**src/rtl/fifo_uart_tx.sv**
```systemverilog
// fifo_uart_tx: pops bytes from a prefetch FIFO and
// serializes each one as a back-to-back UART frame.
module fifo_uart_tx #(
  parameter int CLK_DIV    = 434,
  parameter int PARITY_EN  = 0,
  parameter int PARITY_ODD = 0,
  parameter int STOP_BITS  = 1
) (
  input  logic       rd_clk,
  input  logic       rd_rst,
  input  logic       fifo_rd_vld,
  input  logic [7:0] fifo_rd_data,
  output logic       fifo_rd_en,
  input  logic       tx_enable,
  output logic       uart_txd,
  output logic       tx_busy,
  output logic       tx_done
);

  typedef enum logic [2:0] {
    S_IDLE,
    S_START,
    S_DATA,
    S_PARITY,
    S_STOP
  } state_t;

  localparam logic [15:0] LP_RELOAD = 16'(CLK_DIV - 1);
  localparam logic LP_LAST_STOP = (STOP_BITS == 2);
  localparam logic LP_PAR_EN    = (PARITY_EN != 0);
  localparam logic LP_PAR_ODD   = (PARITY_ODD != 0);

  state_t      r_state, w_state_nxt;
  logic [15:0] r_cnt, w_cnt_nxt;
  logic [2:0]  r_bit, w_bit_nxt;
  logic        r_stop, w_stop_nxt;
  logic [7:0]  r_shreg, w_shreg_nxt;
  logic        r_par, w_par_nxt;
  logic        r_txd, w_txd_nxt;
  logic        w_tick, w_last, w_pop;

  assign w_tick = (r_cnt == 16'd0);
  assign w_last = (r_state == S_STOP) && w_tick &&
                  (r_stop == LP_LAST_STOP);
  assign w_pop  = tx_enable && fifo_rd_vld &&
                  ((r_state == S_IDLE) || w_last);

  // Gate with reset so the strobe drops without waiting for a clock
  assign fifo_rd_en = w_pop && !rd_rst;
  assign tx_done    = w_last;
  assign tx_busy    = (r_state != S_IDLE);
  assign uart_txd   = r_txd;

  always_comb begin
    w_state_nxt = r_state;
    w_cnt_nxt   = r_cnt;
    w_bit_nxt   = r_bit;
    w_stop_nxt  = r_stop;
    w_shreg_nxt = r_shreg;
    w_par_nxt   = r_par;
    w_txd_nxt   = 1'b1;
    if (r_state != S_IDLE) begin
      w_cnt_nxt = w_tick ? LP_RELOAD : r_cnt - 16'd1;
    end
    case (r_state)
      S_IDLE: begin
      end
      S_START: begin
        if (w_tick) begin
          w_state_nxt = S_DATA;
          w_bit_nxt   = 3'd0;
        end
      end
      S_DATA: begin
        if (w_tick) begin
          w_shreg_nxt = {1'b0, r_shreg[7:1]};
          w_bit_nxt   = r_bit + 3'd1;
          if (r_bit == 3'd7) begin
            w_state_nxt = LP_PAR_EN ? S_PARITY : S_STOP;
            w_stop_nxt  = 1'b0;
          end
        end
      end
      S_PARITY: begin
        if (w_tick) begin
          w_state_nxt = S_STOP;
          w_stop_nxt  = 1'b0;
        end
      end
      S_STOP: begin
        if (w_tick) begin
          if (w_last) w_state_nxt = S_IDLE;
          else        w_stop_nxt  = 1'b1;
        end
      end
      default: w_state_nxt = S_IDLE;
    endcase
    // A pop overrides the end-of-frame return to idle
    if (w_pop) begin
      w_state_nxt = S_START;
      w_cnt_nxt   = LP_RELOAD;
      w_shreg_nxt = fifo_rd_data;
      w_par_nxt   = (^fifo_rd_data) ^ LP_PAR_ODD;
    end
    case (w_state_nxt)
      S_START:  w_txd_nxt = 1'b0;
      S_DATA:   w_txd_nxt = w_shreg_nxt[0];
      S_PARITY: w_txd_nxt = w_par_nxt;
      default:  w_txd_nxt = 1'b1;
    endcase
  end

  always_ff @(posedge rd_clk or posedge rd_rst) begin
    if (rd_rst) begin
      r_state <= S_IDLE;
      r_cnt   <= 16'd0;
      r_bit   <= 3'd0;
      r_stop  <= 1'b0;
      r_shreg <= 8'd0;
      r_par   <= 1'b0;
      r_txd   <= 1'b1;
    end else begin
      r_state <= w_state_nxt;
      r_cnt   <= w_cnt_nxt;
      r_bit   <= w_bit_nxt;
      r_stop  <= w_stop_nxt;
      r_shreg <= w_shreg_nxt;
      r_par   <= w_par_nxt;
      r_txd   <= w_txd_nxt;
    end
  end

endmodule

```
**config.mk**
```make
export PLATFORM = sky130hd
export DESIGN_NAME = fifo_uart_tx
export DESIGN_NICKNAME = d
export VERILOG_FILES = /design/src/rtl/fifo_uart_tx.sv
export SDC_FILE = /design/constraint.sdc
export NUM_CORES = 1
export LEC_CHECK = 0
export BUFFER_PORTS_ARGS = -buffer_cell sky130_fd_sc_hd__buf_2
export CORE_ASPECT_RATIO = 0.9
export CORE_MARGIN = 2
export CORE_UTILIZATION = 58
export CTS_CLUSTER_DIAMETER = 80
export DETAILED_ROUTE_END_ITERATION = 8
export PLACE_DENSITY = 0.86
export SLEW_MARGIN = 30
export SYNTH_ARGS = -nofsm -noshare
export SYNTH_HDL_FRONTEND = slang
export SYNTH_SLANG_ARGS = --single-unit
```
**constraint.sdc**
```tcl
create_clock -name rd_clk -period 2.5 [get_ports rd_clk]
set_clock_uncertainty 0.1 [all_clocks]
set_input_delay 0.5 -clock rd_clk [delete_from_list [all_inputs] [get_ports rd_clk]]
set_output_delay 0.5 -clock rd_clk [all_outputs]
set_load 0.01 [all_outputs]
```
Yosys cells after proc, flatten, opt, wreduce, memory -nomap -nowiden. Index checks and enable logic that the tools add are counted.

Latch bits: 0. ROM bits: 0. Register bits after elaboration: 33. Bits in writable memories: 0. Memories: 0. Input port bits: 12. Word-level logic and storage cells: 69. Output and inout port bits: 4.

Multiply operators: 0. Reduce and logical (&&, ||, !) cells: 19. Bitwise operators: 1. Divide/modulo/power cells: 0. $add $sub $neg: 2. Mux-type cells: 25. Order comparisons: 0. Shifts and indexed selects: 0. Eq/ne operators: 14.

Operator list (count): 2-to-1 mux 16 bit (3); 2-to-1 mux 3 bit (9); 2-to-1 mux 8 bit (3); logical NOT 16 bit (1); subtractor 16 x 1 -> 16 bit (second input constant) (1); case mux 3 bit (5 select lines) (1); equality test 3 x 2 -> 1 bit (second input constant) (4); != test 2 bit (second input constant) (6); nonzero test 2 bit (4); XOR reduction 8 bit (1); equality test 3 x 1 -> 1 bit (second input constant) (2); equality test 3 bit (second input constant) (2); 2-to-1 mux 1 bit (6); case mux 1 bit (3 select lines) (2); case mux 3 bit (2 select lines) (1); AND reduction 6 bit (1); nonzero test 3 bit (2); logical AND 1 bit (5); adder 3 x 1 -> 3 bit (second input constant) (1); logical NOT 3 bit (1); AND reduction 3 bit (1); AND reduction 2 bit (1); logical NOT 1 bit (1); logical OR 1 bit (1); NOT 1 bit (1).

Logic depth before layout (Yosys ltp).
Word-level depth: 9. Depth in mapped cells: 9. Gate-level depth less buffers: 8.

Least setup slack after synthesis. Ideal clock, no wire load.

Path kind: register to output. Start: register r_cnt[0]. End: output port fifo_rd_en. Cell stages (with the launch flop): 8. Required time: 1900 ps. Path buffers: 1. Setup slack: 176 ps. Arrival: 1724 ps. Path through: dfrtp_1 > inv_1 > ha_1 > nor4b_1 > nand4_2 > o21a_1 > clkbuf_1 > nor2_1.

Longest elaborated chain between the ends: 6.

Ends and longest elaborated chain: start, declared (line 34) `logic [15:0] r_cnt, w_cnt_nxt;`; start signal, assigned (line 124) `r_cnt <= w_cnt_nxt;`; logical NOT 16 bit (line 42) `assign w_tick = (r_cnt == 16'd0);`; logical AND 1 bit (2 in a row) (line 43) `assign w_last = (r_state == S_STOP) && w_tick &&`; logical OR 1 bit (line 46) `((r_state == S_IDLE) || w_last);`; logical AND 1 bit (line 45) `assign w_pop = tx_enable && fifo_rd_vld &&`; logical AND 1 bit (line 49) `assign fifo_rd_en = w_pop && !rd_rst;`; end, declared (line 13) `output logic fifo_rd_en,`.

Every way passes these cells.

Final worst setup path.
Start: register r_state[0]. End: output port fifo_rd_en.

Longest elaborated chain between the ends: 6. Elaborated cells on any way between the ends: 7. Those cells by class: 1 x eq/ne; 6 x reduce/logical.

Ends and longest elaborated chain: start, declared (line 33) `state_t r_state, w_state_nxt;`; start signal, assigned (line 123) `r_state <= w_state_nxt;`; equality test 3 bit (line 43); logical AND 1 bit (2 in a row) (line 43); logical OR 1 bit * (line 46); logical AND 1 bit * (line 45); logical AND 1 bit * (line 49).

Every way passes the cells marked *; elsewhere a longest branch is shown, timed or not.

==> results.toml <==
[logic_synthesis]
synth_nets = 188
synth_top_flop_cell = "dfrtp_1"
netlist_instances = 173
synth_edf_count = 0
synth-async-reset-ratio_pct = 100.0
synth.cell_area_sq_um = 1743
ys_warn_count = 0
ys_seq_area_share_pct = 47.45
synth.avg_cell_area_sq_um = 10.07
yosys_register_bits = 33
synthDistinctLibCells = 43

[placement]
dp_hpwl_microns = 2467
gp_congestion = 0.8157
place_inst = 230
portBuffers = 15

[die]
die_h_microns = 56.01
row_count = 18
ioPinCount = 16
initial_utilization_pct = 62.41
core_area_sq_um = 2793
die_x_microns = 61.79
die-area_sq_um = 3460

[global_route]
grt_max_degree = 34
grt_overflow = 0
grt_pass1_vias = 1397
antenna_found_initial = 0
grt_usage_pct = 25.84
grt_pass1_wl_microns = 6520

[timing]
drv_slew = 0
hold_violations = 0
setup_viol = 0
max_freq_ghz = 0.4058
worstMarginPinSlew_ns = 0.4525
min_period_ns = 2.464
rsz0062_at_grt = "yes"
period_share_pct = 98.57
timing.slew.headroom_pct = 69.56

[drt]
vias = 1486
drc = 0
dr.pass1.iters = 4
wl_microns = 4113
antenna_left = 0
routed_via_density = 5.944
drt_iter0_drc = 113
wl_per_cell_microns = 16.45

[job]
cap_violations = 0

[critical_path]
cp-end-kind = "primary output"
required_ns = 1.90
path_class = "flip-flop to primary output"
cp-start-kind = "flip-flop"
critPathArrivalTime_ns = 1.86
crit_fanout = 15

[pwr]
vdd_drop_max_mv = 0.6211
seq_power_share_pct = 47.0
switchingPower_uw = 522.4
power_density_nw_per_um2 = 756.0
sw_frac_of_total_pct = 32.15
p_int_uw = 1103
combPwrFrac_pct = 26.9
p_leak_uw = 0.0008958
p_total_uw = 1625
clockPowerShare_pct = 26.1

[cells_and_area]
final_cells = 250
antennaDiodeCount = 0
layout-drive-gt1-share_pct = 30.00
nets = 224
final_cell_mix = "dfrtp_1, buf_4, nand2_1, buf_2"
mostFrequentLayoutCell = "dfrtp_1"
syn2layout_area_growth_pct = 23.33

[clock_network]
clk_latency_ns = 0.35
cts_buffers = 5
clkTransAtPathRegs_ns = 0.10
ctsHtreeMaxLevel = 2
root_buffer = "clkbuf_4"
cts.sinks = 33
clockBufferDepth = 2
cts_tree = "done"

[status]
outcome = "finished clean"

[hold_path]
hp-class = "input port to async pin"
-- routing by layer --
| layer | GRT usage, % | vias up | wire length (microns) |
|---|---|---|---|
| met5 | 0 | - | 0 |
| met4 | 13.07 | 0 | 139 |
| met3 | 7.209 | 18 | 306 |
| met2 | 36.99 | 63 | 2041 |
| met1 | 35.24 | 713 | 1624 |
| li1 | - | 692 | - |
-- what timing repair did --
item	CTS	global route
hold buffers	0	0
buffers inserted	6	6
resized for setup	10	6
setup endpoints to repair	2	2
pin swaps	3	3
-- cells in the mapped netlist, types with 2 or more instances --
master | instances | area, sq um
dfrtp_1 | 32 | 800.8
nand2_1 | 15 | 56.30
nor2_1 | 14 | 52.55
xnor2_1 | 13 | 113.9
o21ai_0 | 12 | 60.06
nor3_1 | 8 | 40.04
nor2b_1 | 7 | 43.79
a21oi_1 | 6 | 30.03
a221o_1 | 6 | 60.06
inv_1 | 6 | 22.52
nand3_1 | 4 | 20.02
nor4_1 | 4 | 25.02
a22o_1 | 3 | 26.28
clkbuf_1 | 3 | 11.26
ha_1 | 3 | 37.54
nand2b_1 | 3 | 18.77
or3_1 | 3 | 18.77
xor2_1 | 3 | 26.28
nand3b_1 | 2 | 15.01
o21a_1 | 2 | 15.01
or3_2 | 2 | 15.01
-- through the flow --
step           area (sq um)  TNS [ns]  hold slack (ns)  utilization (%)  worst slack (ns)
4_1_cts                2069         0           0.1318            74.10          0.003647
3_5_place_dp           1897         0           0.3721            67.92           0.07405
3_3_place_gp           1897         0           0.3681            67.92            0.1886
6_report               2150         0           0.1305            76.97           0.03584
2_1_floorplan          1743         0           0.3491                -            0.1758
5_1_grt                2150   -0.1479           0.1552            76.97          -0.07051
-- cell type report --
class | count | area (sq um)
well taps | 40 | 50.05
multi-input cells | 130 | 947.2
inverters | 6 | 22.52
clock inverters | 1 | 30.03
repair buffers | 33 | 214.0
flip-flops and latches | 33 | 830.8
clock buffers | 7 | 55.05
fillers | 167 | 643.1
-- worst paths after layout --
path | from | endpoint | slack, ns | cells after the start
worst min register to register | r_par | r_par | 0.42 | 1
worst max register to register | r_cnt[0] | uart_txd | 0.07 | 10
worst min-delay path | rd_rst | r_shreg[7] | 0.13 | 3
worst max-delay path | r_state[0] | fifo_rd_en | 0.04 | 4
max in group asynchronous | rd_rst | uart_txd | 1.85 | 3
min in group rd_clk | fifo_rd_data[7] | r_shreg[7] | 0.31 | 3
-- flip-flops by register name, summed over array words and instances, names as in the netlist --
signal and cells:
r_stop 1, uart_txd 1, r_state 3, r_bit 3
r_par 1, r_shreg 8, r_cnt 16
-- cell families after synthesis --
| logic type | Yosys count | synth area share [%] |
|---|---|---|
| flip-flops | 33 | 47.45 |
| adder cells (fa/ha/maj) | 3 | 2.154 |
| multiplexers | 2 | 1.220 |
| buffers and inverters | 10 | 2.225 |
| AO/OA/AOI/OAI | 36 | 14.36 |
| XOR/XNOR | 16 | 8.041 |
| AND/OR/NAND/NOR | 73 | 24.55 |
-- critical path: stages, from the launching register on --
cell and delay [ns]:
dfrtp_1 0.53, or4_1 0.55, o21a_4 0.25, nor2_2 0.07, buf_2 0.13
-- power by group through the flow --
stage / registers (uW) / logic, uW / clock network (uW)
after floorplan: 728 / 249 / 0
after global placement: 747 / 297 / 0
after detailed placement: 751 / 321 / 0
after CTS: 748 / 380 / 431
after global routing: 779 / 481 / 457
final: 763 / 438 / 424
No activity file was read; power rests on OpenSTA's default activity.
